`config.mk`:
```
export PLATFORM = sky130hd
export DESIGN_NAME = rv_tx_flat
export DESIGN_NICKNAME = d
export VERILOG_FILES = /design/src/rtl/rv_pkg.sv /design/src/rtl/rv_if.sv /design/src/rtl/rv_tx_mem.sv /design/src/rtl/rv_tx.sv /design/src/flat_wrapper.sv
export SDC_FILE = /design/constraint.sdc
export NUM_CORES = 1
export LEC_CHECK = 0
export CAP_MARGIN = 20
export CORE_MARGIN = 1
export CORE_UTILIZATION = 48
export DETAILED_ROUTE_END_ITERATION = 6
export GPL_ROUTABILITY_DRIVEN = 0
export GPL_TIMING_DRIVEN = 0
export PLACE_DENSITY = 0.74
export SYNTH_ARGS = -nofsm -noshare
export SYNTH_HDL_FRONTEND = slang
export SYNTH_SLANG_ARGS = --single-unit
```
`constraint.sdc`:
```
create_clock -name clk -period 2.6 [get_ports clk]
set_clock_uncertainty 0.2 [all_clocks]
set_input_delay 0.78 -clock clk [delete_from_list [all_inputs] [get_ports clk]]
set_output_delay 0.78 -clock clk [all_outputs]
set_load 0.01 [all_outputs]
```
`src/rtl/rv_pkg.sv`:
```
// rtl/rv_pkg.sv - shared byte type and width for the rv ready/valid byte link
package rv_pkg;
    localparam int RV_DATA_W = 8;
    typedef logic [RV_DATA_W-1:0] rv_data_t;
endpackage

```
`src/rtl/rv_if.sv`:
```
// rtl/rv_if.sv - ready/valid byte link shared by the transmit and receive ends
interface rv_if;
    import rv_pkg::*;
    logic     valid;
    rv_data_t data;
    logic     ready;

    modport egress  (output valid, output data, input ready);
    modport ingress (input valid, input data, output ready);
endinterface

```
`src/rtl/rv_tx_mem.sv`:
```
// rtl/rv_tx_mem.sv - DEPTH-1 entry byte store behind the rv_tx output register
module rv_tx_mem
    import rv_pkg::*;
#(
    parameter int DEPTH = 4
) (
    input  logic     clk,
    input  logic     rst,
    input  logic     push,
    input  rv_data_t push_data,
    input  logic     pop,
    output rv_data_t head,
    output logic     full,
    output logic     empty
);
    localparam int ENTRIES = DEPTH - 1;
    localparam int AW = (ENTRIES > 1) ? $clog2(ENTRIES) : 1;
    localparam logic [AW-1:0] LAST = AW'(ENTRIES - 1);

    rv_data_t        mem [ENTRIES];
    logic [AW:0]     wr_ptr;
    logic [AW:0]     rd_ptr;

    // Entry count need not be a power of two, so the index wraps explicitly and flips the wrap bit.
    function automatic logic [AW:0] ptr_inc(input logic [AW:0] p);
        if (p[AW-1:0] == LAST)
            return {~p[AW], {AW{1'b0}}};
        else
            return {p[AW], p[AW-1:0] + 1'b1};
    endfunction

    assign head  = mem[rd_ptr[AW-1:0]];
    assign empty = (wr_ptr == rd_ptr);
    assign full  = (wr_ptr[AW-1:0] == rd_ptr[AW-1:0]) && (wr_ptr[AW] != rd_ptr[AW]);

    always_ff @(posedge clk) begin
        if (push)
            mem[wr_ptr[AW-1:0]] <= push_data;
    end

    always_ff @(posedge clk) begin
        if (rst) begin
            wr_ptr <= '0;
            rd_ptr <= '0;
        end else begin
            if (push)
                wr_ptr <= ptr_inc(wr_ptr);
            if (pop)
                rd_ptr <= ptr_inc(rd_ptr);
        end
    end
endmodule

```
`src/rtl/rv_tx.sv`:
```
// rtl/rv_tx.sv - rv_if transmit end: write port, byte buffer, registered valid/data (RV_TX_STATS_EN adds counters)
module rv_tx
    import rv_pkg::*;
#(
    parameter int DEPTH = 4
) (
    input  logic                       clk,
    input  logic                       rst,
    input  logic                       wr_en,
    input  rv_data_t                   wr_data,
    output logic                       full,
    output logic                       empty,
    output logic [$clog2(DEPTH):0]     level,
    output logic                       overflow,
`ifdef RV_TX_STATS_EN
    output logic [31:0]                beat_cnt,
    output logic [31:0]                stall_cnt,
`endif
    rv_if.egress                       rv_e
);
    localparam int LW = $clog2(DEPTH) + 1;
    localparam logic [LW-1:0] LVL_FULL = LW'(DEPTH);

    logic          out_vld;
    rv_data_t      out_dat;
    rv_data_t      mem_head;
    logic          mem_full;
    logic          mem_empty;
    logic          accept;
    logic          transfer;
    logic          load;
    logic          mem_pop;
    logic          bypass;
    logic          mem_push;
    logic [LW-1:0] level_next;

    assign rv_e.valid = out_vld;
    assign rv_e.data  = out_dat;

    // full is the registered flag, so a push seen while full is dropped even if a beat leaves this cycle.
    always_comb begin
        accept     = wr_en && !full;
        transfer   = out_vld && rv_e.ready;
        load       = !out_vld || transfer;
        mem_pop    = load && !mem_empty;
        bypass     = load && mem_empty && accept;
        mem_push   = accept && !bypass && !mem_full;
        level_next = level;
        if (accept && !transfer)
            level_next = level + 1'b1;
        else if (!accept && transfer)
            level_next = level - 1'b1;
    end

    rv_tx_mem #(.DEPTH(DEPTH)) u_mem (
        .clk       (clk),
        .rst       (rst),
        .push      (mem_push),
        .push_data (wr_data),
        .pop       (mem_pop),
        .head      (mem_head),
        .full      (mem_full),
        .empty     (mem_empty)
    );

    always_ff @(posedge clk) begin
        if (rst) begin
            out_vld  <= 1'b0;
            out_dat  <= '0;
            level    <= '0;
            full     <= 1'b0;
            empty    <= 1'b1;
            overflow <= 1'b0;
        end else begin
            if (load) begin
                if (!mem_empty) begin
                    out_vld <= 1'b1;
                    out_dat <= mem_head;
                end else if (accept) begin
                    out_vld <= 1'b1;
                    out_dat <= wr_data;
                end else begin
                    out_vld <= 1'b0;
                end
            end
            level    <= level_next;
            full     <= (level_next == LVL_FULL);
            empty    <= (level_next == '0);
            overflow <= wr_en && full;
        end
    end

`ifdef RV_TX_STATS_EN
    always_ff @(posedge clk) begin
        if (rst) begin
            beat_cnt  <= '0;
            stall_cnt <= '0;
        end else begin
            if (transfer)
                beat_cnt <= beat_cnt + 32'd1;
            if (out_vld && !rv_e.ready)
                stall_cnt <= stall_cnt + 32'd1;
        end
    end
`endif
endmodule
```
`src/flat_wrapper.sv`:
```
// flat-port wrapper written by rule: the top's interface ports become plain ports
module rv_tx_flat import rv_pkg::*;
#(
    parameter int DEPTH = 4
)
  (clk, rst, wr_en, wr_data, full, empty, level, overflow, rv_e_valid, rv_e_data, rv_e_ready);
  rv_if rv_e_i ();
  input  logic clk;
  input  logic rst;
  input  logic wr_en;
  input  rv_data_t wr_data;
  output logic full;
  output logic empty;
  output logic [$clog2(DEPTH):0] level;
  output logic overflow;
  output wire logic [$bits(rv_e_i.valid)-1:0] rv_e_valid;
  output wire logic [$bits(rv_e_i.data)-1:0] rv_e_data;
  input wire logic [$bits(rv_e_i.ready)-1:0] rv_e_ready;
  assign rv_e_valid = rv_e_i.valid;
  assign rv_e_data = rv_e_i.data;
  assign rv_e_i.ready = rv_e_ready;
  rv_tx #(.DEPTH(DEPTH)) u_core (.clk(clk), .rst(rst), .wr_en(wr_en), .wr_data(wr_data), .full(full), .empty(empty), .level(level), .overflow(overflow), .rv_e(rv_e_i));
endmodule
```
==> flow_summary.ini <==
[synth]
synth_edf_count = 24
synth_top_flop_cell = edfxtp_1
ys_seq_area_share_pct = 59.0
ys_types = 44
ys_ff_latch = 47
syn_area_per_cell_um2 = 11.3
postSynthCellCount = 177
ys_warn_count = 0
synth_area_um2 = 2000
synthArstFlopShare_pct = 0
synth_fp_nets = 191

[run_status]
outcome = finished clean

[clock_network]
cts_buffers = 5
worstSkewPairLatency_ps = 300
clkTransAtPathRegs_ps = 80
cts_buffer_depth = 2
cts_tree = yes
cts.sinks = 47
cts-root-buf = clkbuf_8
h-tree-depth = 2

[floorplanning]
initial_core_util_pct = 50.1
die_h_um = 66.6
die_area_um2 = 4440
rows = 23
ios = 27
die_w_um = 66.6
core_area_um2 = 4000

[worst_setup_path]
cp.arrival_ps = 2240
critical_path.max_fanout = 9
crit_type = in -> reg
rr_startpoint = u_core.level[0]
rr_endpoint = u_core.empty
cp-start-kind = primary input
cp-startpoint = rv_e_ready
cp-end-kind = flip-flop
rrSetupSlack_ps = 510
rr_worst_depth = 5
cp_data_required_time_ps = 2340

[sta]
tightest_slew_ps = 686
fmax_mhz = 399
final_max_slew_viol_count = 0
grt_setup_unrepaired = false
max_slew_margin_pct = 53.9
finalSetupTns_ps = 0
setup_viol = 0
fin_ws_ps = 92.4
post-route-min-period_ps = 2510
hold_violations = 0
finalCritPeriodShare_pct = 96.4

[place]
portBuffers = 26
hpwl_mm = 2.85
place_ws_ps = -736

[power]
finalPower_mw = 2.45
ir_drop_mv = 0.699
power-per-cell-area_nw_per_um2 = 990
leakage_nw = 0.863

[detailed_routing]
drc = 0
drtIter0Drc = 125
drtPass1Iterations = 4
wire_per_inst_um = 15.6
vias = 1460
detail-route-antenna-nets = 0
vias_per_cell = 5.51
routed_wl_mm = 4.12

[global_route]
track_usage_pct = 21.1
grt.overflow.total = 0
antenna_found_initial = 0
grt_max_degree = 15
grt_pass1_wl_mm = 6.64
grt_pass1_vias = 1389

[layout]
fin_util_pct = 61.8
areaGrowthSynthToFinish_pct = 23.4
final_common_cell = nand2_1
drive_gt1_share_pct = 10.2
mostFrequentLayoutCells = nand2_1 (27), clkdlybuf4s50_1 (26), edfxtp_1 (24)
antennaDiodeCount = 0
fin_nets = 228

[hold_path]
whs_path_depth = 1
min_path_type = reg -> reg
hold_start = u_core.full
whs_endpoint = u_core.overflow

[job]
maxCapViolCount = 0
## critical path: stages
cell	delay (ps)
clkdlybuf4s50_1	440
and2b_1	350
a211oi_4	130
nor4_4	530
## worst max path at each step
stage | endpoint | depth (start not counted) | slack, ps
after CTS | u_core.u_mem.wr_ptr[2] | 6 | 50
after detailed placement | u_core.u_mem.wr_ptr[2] | 5 | -740
after global placement | u_core.u_mem.wr_ptr[2] | 5 | -730
after global routing | u_core.u_mem.wr_ptr[2] | 6 | 7
after floorplan | u_core.u_mem.wr_ptr[2] | 4 | 110
final | u_core.u_mem.mem[0][2] | 4 | 90
## metal layers
| layer | global-route usage [%] | vias up | share of wire, % |
|---|---|---|---|
| met5 | 0 | - | 0 |
| met4 | 9.31 | 0 | 1.2 |
| met3 | 6.34 | 6 | 4.3 |
| met2 | 32.7 | 31 | 50 |
| met1 | 27.1 | 698 | 44 |
| li1 | - | 725 | - |
## power by group
| part | internal, mW | leakage (nW) | switching [mW] |
|---|---|---|---|
| clock | 0.188 | 0.0412 | 0.239 |
| sequential | 0.947 | 0.407 | 0.109 |
| combinational | 0.411 | 0.414 | 0.553 |
| total | 1.55 | 0.863 | 0.901 |
## through the flow
step                cell area, um^2  hold slack, ps  std cells
finish                         2470             316        265
floorplan                      2010             325        177
CTS                            2460             326        265
detailed placement             2330             311        253
global placement               2330             293        253
global route                   2470             337        265
## area by class of cell
| cell class | instances | area (um^2) |
|---|---|---|
| buffer | 7 | 40.0 |
| tap | 50 | 62.6 |
| inverter | 4 | 15.0 |
| clock buffer | 6 | 72.6 |
| clock inverter | 2 | 12.5 |
| timing repair buffer | 30 | 290 |
| fill | 318 | 1530 |
| sequential | 47 | 1180 |
| multi-input combinational | 119 | 798 |
## timing repair
| action | in CTS | in global routing |
|---|---|---|
| hold buffers | 0 | 0 |
| resized for setup | 2 | 1 |
| endpoints found under the setup margin | 18 | 1 |
| pin swaps | 1 | 0 |
| buffers inserted | 4 | 0 |
## sequential cells by signal, indices dropped and copies added, names as in the netlist, named ones only
name and cells:
u_core.u_mem.mem 24, u_core.rv_e.data 8, u_core.level 3, u_core.u_mem.rd_ptr 3
u_core.u_mem.wr_ptr 3, u_core.empty 1, u_core.full 1, u_core.overflow 1
u_core.rv_e.valid 1
## synthesized netlist by cell type, types with 2 or more instances
library cell  instances  share of area [%]
dfxtp_1              23                 23
nor3_1                2               0.50
and3_1                2               0.62
a311oi_1              2               0.87
ha_1                  2                1.2
or4_1                 2               0.75
nor2b_1               3               0.94
nor2_1                4               0.75
edfxtp_1             24                 36
nand2b_1              3               0.94
xor2_1                3                1.3
nand3_1               4                1.0
a21oi_1               4                1.0
o21ai_1               2               0.50
o21ai_0              18                4.5
mux2i_1               8                4.0
nand2_1              27                5.1
a21boi_0              2               0.75
clkbuf_1              3               0.56
inv_1                 4               0.75
xnor2_1               4                1.7
a31oi_1               9                2.8
## logic make-up (layout without fill, tap and decap cells)
kind of cell | count (synthesis) | in the layout | share of synthesized area, %
xor gates and xnor gates | 8 | 8 | 3.87
muxes | 9 | 9 | 4.56
adders and majority gates | 2 | 2 | 1.25
buffers and inverters | 11 | 49 | 2.75
DFF | 47 | 47 | 59.0
and+or+nand+nor | 56 | 56 | 14.5
AOI/OAI and AO/OA | 44 | 44 | 14.1
No activity file was read; power rests on OpenSTA's default activity.
